[src/rtl/lsu_arb.sv]
// lsu_arb: two-requester arbiter and sequencer in front of the single-port lsu.
// Every access runs grant -> lsu access -> response; load data is registered.
// Build option: define LSU_ARB_RR_EN for round-robin, else fixed priority (req 0).
// Ports:
//   clk_i, rst_i          clock, asynchronous active-high reset
//   req_i, we_i           per-requester request and store/load select
//   addr0_i/addr1_i       requester addresses
//   wdata0_i/wdata1_i     requester store data
//   gnt_o                 one-hot accept pulse (combinational)
//   ack_o, rdata_o        one-hot completion pulse, registered load data
//   busy_o                sequencer not idle
//   lsu_*                 single-port lsu interface
module lsu_arb #(
    parameter int ADDR_W = 12,
    parameter int DATA_W = 32
) (
    input  logic              clk_i,
    input  logic              rst_i,
    input  logic [1:0]        req_i,
    input  logic [1:0]        we_i,
    input  logic [ADDR_W-1:0] addr0_i,
    input  logic [ADDR_W-1:0] addr1_i,
    input  logic [DATA_W-1:0] wdata0_i,
    input  logic [DATA_W-1:0] wdata1_i,
    output logic [1:0]        gnt_o,
    output logic [1:0]        ack_o,
    output logic [DATA_W-1:0] rdata_o,
    output logic              busy_o,
    output logic [ADDR_W-1:0] lsu_addr_o,
    output logic [DATA_W-1:0] lsu_st_data_o,
    output logic              lsu_st_en_o,
    input  logic [DATA_W-1:0] lsu_ld_data_i
);

    typedef enum logic [1:0] {
        IDLE   = 2'd0,
        ACCESS = 2'd1,
        RESP   = 2'd2
    } state_t;

    state_t            state_q, state_d;
    logic              sel_q, sel_d;
    logic              we_q, we_d;
    logic [ADDR_W-1:0] addr_q, addr_d;
    logic [DATA_W-1:0] wdata_q, wdata_d;
    logic [DATA_W-1:0] rdata_q, rdata_d;
    logic              accept;
    logic              winner;

    // Gated by reset so no grant escapes while rst_i is held.
    assign accept = !rst_i && (req_i != 2'b00) &&
                    (state_q == IDLE || state_q == RESP);

`ifdef LSU_ARB_RR_EN
    logic rr_q, rr_d;

    // A lone request wins outright; a tie goes to the pointer.
    always_comb begin
        winner = (req_i == 2'b11) ? rr_q : req_i[1];
    end

    always_comb begin
        rr_d = rr_q;
        if (accept) begin
            rr_d = ~winner;
        end
    end

    always_ff @(posedge clk_i or posedge rst_i) begin
        if (rst_i) begin
            rr_q <= 1'b0;
        end else begin
            rr_q <= rr_d;
        end
    end
`else
    // Requester 1 wins only when requester 0 is not asking.
    always_comb begin
        winner = ~req_i[0];
    end
`endif

    always_comb begin
        state_d = state_q;
        sel_d   = sel_q;
        we_d    = we_q;
        addr_d  = addr_q;
        wdata_d = wdata_q;
        rdata_d = rdata_q;
        gnt_o   = 2'b00;
        unique case (state_q)
            IDLE, RESP: begin
                if (accept) begin
                    gnt_o   = winner ? 2'b10 : 2'b01;
                    sel_d   = winner;
                    we_d    = winner ? we_i[1] : we_i[0];
                    addr_d  = winner ? addr1_i : addr0_i;
                    wdata_d = winner ? wdata1_i : wdata0_i;
                    state_d = ACCESS;
                end else begin
                    state_d = IDLE;
                end
            end
            ACCESS: begin
                if (!we_q) begin
                    rdata_d = lsu_ld_data_i;
                end
                state_d = RESP;
            end
            default: begin
                state_d = IDLE;
            end
        endcase
    end

    always_ff @(posedge clk_i or posedge rst_i) begin
        if (rst_i) begin
            state_q <= IDLE;
            sel_q   <= 1'b0;
            we_q    <= 1'b0;
            addr_q  <= '0;
            wdata_q <= '0;
            rdata_q <= '0;
        end else begin
            state_q <= state_d;
            sel_q   <= sel_d;
            we_q    <= we_d;
            addr_q  <= addr_d;
            wdata_q <= wdata_d;
            rdata_q <= rdata_d;
        end
    end

    // Store enable depends only on registered state, so reset kills it at once.
    assign lsu_st_en_o   = (state_q == ACCESS) && we_q;
    assign lsu_addr_o    = addr_q;
    assign lsu_st_data_o = wdata_q;
    assign ack_o         = (state_q != RESP) ? 2'b00 :
                           (sel_q ? 2'b10 : 2'b01);
    assign rdata_o       = rdata_q;
    assign busy_o        = (state_q != IDLE);

endmodule

[config.mk]
export PLATFORM = sky130hd
export DESIGN_NAME = lsu_arb
export DESIGN_NICKNAME = d
export VERILOG_FILES = /design/src/rtl/lsu_arb.sv
export SDC_FILE = /design/constraint.sdc
export NUM_CORES = 1
export LEC_CHECK = 0
export CAP_MARGIN = 5
export CORE_ASPECT_RATIO = 1.1
export CORE_MARGIN = 4
export CORE_UTILIZATION = 35
export DETAILED_ROUTE_END_ITERATION = 6
export PLACE_DENSITY = 0.77
export SLEW_MARGIN = 0
export SYNTH_ARGS = -nofsm -noshare
export SYNTH_HDL_FRONTEND = slang
export SYNTH_SLANG_ARGS = --single-unit
[constraint.sdc]
create_clock -name clk_i -period 2.5 [get_ports clk_i]
set_clock_uncertainty 0.05 [all_clocks]
set_input_delay 0.25 -clock clk_i [delete_from_list [all_inputs] [get_ports clk_i]]
set_output_delay 0.25 -clock clk_i [all_outputs]
set_load 0.02 [all_outputs]
## Word-level counts from Yosys, hierarchy flattened

Index checks and enable logic that the tools add are counted.

| word-level totals | value |
|---|---|
| register bits | 80 |
| latch bits | 0 |
| memory bits (writable) | 0 |
| bits in read-only memories | 0 |
| input port bits | 126 |
| output and inout bits | 82 |
| word-level logic and storage cells | 32 |
| memories kept | 0 |

| operators by class | value |
|---|---|
| add/subtract/negate cells | 0 |
| $mul | 0 |
| div/mod/pow operators | 0 |
| $lt $le $gt $ge | 0 |
| equality and inequality tests | 3 |
| shift-type cells | 0 |
| mux-type cells | 10 |
| bitwise logic cells | 2 |
| reduce and logical (&&, ||, !) cells | 11 |

Operators with widths:

| operator | number |
|---|---|
| 32-bit two-way mux | 1 |
| 12-bit two-way mux | 1 |
| 2-bit two-way mux | 5 |
| 2-bit case mux with 2 select lines | 1 |
| 2-bit AND reduction | 2 |
| 2-bit nonzero test | 2 |
| 1-bit logical AND | 3 |
| 2-bit by 1-bit == test with 1-bit output, second input constant | 1 |
| 2-bit == test, second input constant | 1 |
| 2-bit logical NOT | 1 |
| 1-bit two-way mux | 2 |
| 2-bit inequality test, second input constant | 1 |
| 1-bit inverter | 2 |
| 2-bit OR reduction | 1 |
| 1-bit logical NOT | 1 |
| 1-bit logical OR | 1 |

## Longest topological paths before layout

| logic depth | value |
|---|---|
| depth in word-level cells | 5 |
| gate-level depth with buffers | 5 |
| gate-level depth less buffers | 3 |

## Worst setup path after synthesis

Ideal clock, no wire load.

| timing path | value |
|---|---|
| path kind | in2reg |
| from | input req_i[0] |
| to | register sel_q |
| setup time | 78 ps |
| arrival time | 1530 ps |
| path slack | 842 ps |
| cell stages on the path | 4 |
| cell sequence | buf_4 buf_6 nor4_1 o21bai_1 |

| on the way | value |
|---|---|
| word-level cells in the longest chain between the ends | 4 |
| elaborated cells between the ends (all ways) | 5 |
| those cells by class | 1 x bitwise; 4 x reduce/logical |

Ends and longest elaborated chain:

| item | RTL line | text |
|---|---|---|
| from (decl) | 19 | `input logic [1:0] req_i,` |
| 2-bit nonzero test | 51 | `assign accept = !rst_i && (req_i != 2'b00) &&` |
| 1-bit logical AND (2 in series) | 51 |  |
| 2-bit AND reduction (no source line) | -- |  |
| to (signal assigned) | 126 | `sel_q <= sel_d;` |
| to (decl) | 42 | `logic sel_q, sel_d;` |

Several ways; a longest one is shown, not always the timed one.
A chain may end at the register's enable or synchronous reset.

## Worst setup path in the final report

| timing path | value |
|---|---|
| from | register state_q[0] |
| to | output gnt_o[1] |

| on the way | value |
|---|---|
| word-level cells in the longest chain between the ends | 5 |
| elaborated cells between the ends (all ways) | 7 |
| those cells by class | 1 x eq/ne; 2 x mux; 4 x reduce/logical |

Ends and longest elaborated chain:

| item | RTL line | text |
|---|---|---|
| from (decl) | 41 | `state_t state_q, state_d;` |
| from (signal assigned) | 125 | `state_q <= state_d;` |
| 2-bit == test / 2-bit logical NOT (equally long branches) | 52, 91 |  |
| 1-bit logical OR | 52 | `(state_q == IDLE \|\| state_q == RESP);` |
| 1-bit logical AND | 51 |  |
| 2-bit two-way mux | 93 | `if (accept) begin` |
| 2-bit two-way mux * | 91 | `unique case (state_q)` |
| to (decl) | 25 | `output logic [1:0] gnt_o,` |

Mark *: on every way between the ends. The rest lies on a longest branch, timed or not.

==> impl_metrics.py <==
metrics = {
    "clock_network": {
        "cts-resized-gates": 0,
        "clk_latency_ns": 0.33,
        "cts_hold_buf": 0,
        "cts_buffers": 9,
        "clk_pin_slew_ns": 0.06,
        "cts_tree": "yes",
        "clk_path_buf_depth": 2,
        "post_cts_buffers": 0,
        "htreeDepth": 3,
        "cts-root-buf": "clkbuf_16",
        "clock_sinks": 80,
    },
    "power": {
        "p_total_mw": 5.45,
        "p_per_area_nw_per_um2": 873,
        "power_frac_seq_pct": 34.3,
        "p_int_mw": 3.91,
        "p_leak_nw": 2.56,
        "p_sw_share_pct": 28.3,
        "switchingPower_mw": 1.54,
        "clkPwrFrac_pct": 27.8,
        "peakVddDrop_mv": 0.477,
        "p_comb_share_pct": 37.9,
    },
    "timing": {
        "setup_viol": 0,
        "hold_slack_ns": 0.404,
        "hold_viol": 0,
        "max_slew_margin_pct": 61.0,
        "timing.final.crit_period_ns": 2.08,
        "worstMarginPinSlew_ns": 0.585,
        "fmax_mhz": 480,
        "setup_slack_ns": 0.416,
        "rsz0062_at_grt": "false",
        "maxSlewViolCount": 0,
        "tns_ns": 0,
        "period_share_pct": 83.4,
    },
    "grt": {
        "first_global_vias": 3034,
        "grt_max_degree": 81,
        "grt_remaining_overflow": 0,
        "grt_pass1_wl_um": 14800,
        "antenna_found_initial": 0,
        "grt_usage_pct": 15.3,
    },
    "finish": {
        "multiInputGateArea_um2": 1580,
        "regArea_um2": 2000,
        "drive_gt1_share_pct": 31.7,
        "instances_no_fill": 585,
        "area_growth_syn_to_layout_pct": 67.3,
        "fin_nets": 563,
        "fill_cells": 850,
        "finalInstanceArea_um2": 6250,
        "n_antenna_cell": 0,
        "final_util_pct": 60.1,
    },
    "critical_path": {
        "critPathRequiredTime_ns": 2.20,
        "critical_path_class": "flip-flop to output pin",
        "crit_path_end_kind": "output pin",
        "critPathMaxFanout": 6,
        "critical_path_arrival_ns": 1.78,
        "startpoint_type": "flip-flop",
    },
    "placement": {
        "portBuffers": 207,
        "post-place-ws_ns": 0.389,
        "hpwlAfterDp_um": 7160,
        "dpl_cell_area_um2": 5890,
        "gp_congestion": 0.708,
        "place_inst": 569,
    },
    "routing": {
        "wl_per_cell_um": 15.8,
        "postRouteAntennaNets": 0,
        "drt-initial-drc-count": 62,
        "vias_per_cell": 4.55,
        "num_vias": 2662,
        "first_pass_iters": 3,
        "drc": 0,
        "drt_wl_total_um": 9270,
    },
    "synth": {
        "yosysMostFrequentCell": "mux2_2",
        "syn-cell-area_um2": 3730,
        "ys_top_cells_by_area": "dfrtp_1 54%, mux2_2 25%, mux2_4 12%, mux2_1 2.4%, buf_12 1.6%",
        "syn_avg_cell_area_um2": 16.3,
        "synth_seq_area_share_pct": 53.6,
        "synth-edff-count": 0,
        "synth-async-reset-ratio_pct": 100,
        "ys_ff_latch": 80,
        "synth_flop_cell": "dfrtp_1",
        "synth_top_cell_by_area": "dfrtp_1",
        "synth_common_cells": "84 x mux2_2, 80 x dfrtp_1, 30 x mux2_4",
        "ys_types": 17,
        "yosysWarnings": 0,
        "synthCells": 229,
        "synth_top_area_share_pct": 53.6,
        "synth_nets": 355,
    },
    "floorplan": {
        "die_area_um2": 12400,
        "start_util_pct": 35.9,
        "die_y_um": 116,
        "die_x_um": 106,
        "io-pin-count": 208,
        "rows": 39,
        "coreArea_um2": 10400,
    },
    "run_status": {
        "outcome": "finished, final reports clean",
    },
    "worst_hold_path": {
        "hp-class": "input port to asynchronous set/reset pin",
    },
    "job": {
        "cap_violations": 0,
    },
}
[cell type report]
class	count	area share, %
Inverter	2	0.140
Clock inverter	5	1.64
Timing Repair Buffer	211	34.0
Sequential cell	80	32.0
Multi-Input combinational cell	133	25.3
Tap cell	143	2.86
Clock buffer	11	4.04
[final timing paths]
| path | to | cells past startpoint | slack, ns | start |
|---|---|---|---|---|
| max in group asynchronous | lsu_st_data_o[19]$_DFFE_PP0P_ | 3 | 1.66 | rst_i |
| max reg2reg | rdata_o[8]$_DFFE_PP0P_ | 4 | 0.64 | state_q[0]$_DFF_PP0_ |
| min in group clk_i | rdata_o[7]$_DFFE_PP0P_ | 1 | 0.45 | rdata_o[7]$_DFFE_PP0P_ |
| max | gnt_o[1] | 2 | 0.42 | state_q[0]$_DFF_PP0_ |
| min | state_q[1]$_DFF_PP0_ | 3 | 0.40 | rst_i |
| min reg2reg | rdata_o[7]$_DFFE_PP0P_ | 1 | 0.45 | rdata_o[7]$_DFFE_PP0P_ |
[cells in the final DEF, fill, tap and decap left out]
| cell type | count |
|---|---|
| and2_1 | 2 |
| buf_12 | 2 |
| buf_2 | 1 |
| buf_4 | 2 |
| bufinv_16 | 3 |
| clkbuf_16 | 9 |
| clkbuf_8 | 2 |
| clkdlybuf4s50_1 | 206 |
| clkinv_2 | 2 |
| clkinvlp_4 | 1 |
| dfrtp_1 | 80 |
| inv_1 | 1 |
| mux2_1 | 8 |
| mux2_2 | 84 |
| mux2_4 | 30 |
| nor2_1 | 1 |
| nor2b_4 | 2 |
| nor3_4 | 1 |
| nor3b_1 | 2 |
| nor4_1 | 1 |
| o21bai_1 | 1 |
| or2_2 | 1 |
[state kept, by name, indices dropped and copies added, names as in the netlist]
signal,cells
we_q,1
state_q,2
lsu_addr_o,12
lsu_st_data_o,32
sel_q,1
rdata_o,32
[power groups by stage]
stage	clock network (mW)	logic, mW	registers (mW)
finish	1.51	2.07	1.87
global route	1.61	2.18	1.93
CTS	1.56	2.10	1.88
detailed placement	0	2.10	1.88
global placement	0	2.07	1.88
floorplan	0	0.620	2.31
[cell families (layout without fill, tap and decap cells)]
family          Yosys count  in the layout  share of synthesized area [%]
compound gates            1              1                          0.201
buf+inv                  16            229                           4.22
flops                    80             80                           53.6
mux                     122            122                           39.8
simple gates             10             10                           2.18
[worst max-delay path, stage by stage, from the launching register on]
cell	delay [ns]
dfrtp_1	0.45
nor4_1	0.33
clkdlybuf4s50_1	0.68
[per-layer routing]
metal	share of wire (%)	vias up	track usage [%]	routed length, um
li1	-	1229	-	-
met1	38	1284	16.5	3480
met2	49	133	26.5	4550
met3	11	16	6.14	1040
met4	2.1	0	7.25	196
met5	0	-	0	0
No activity file was read; power rests on OpenSTA's default activity.
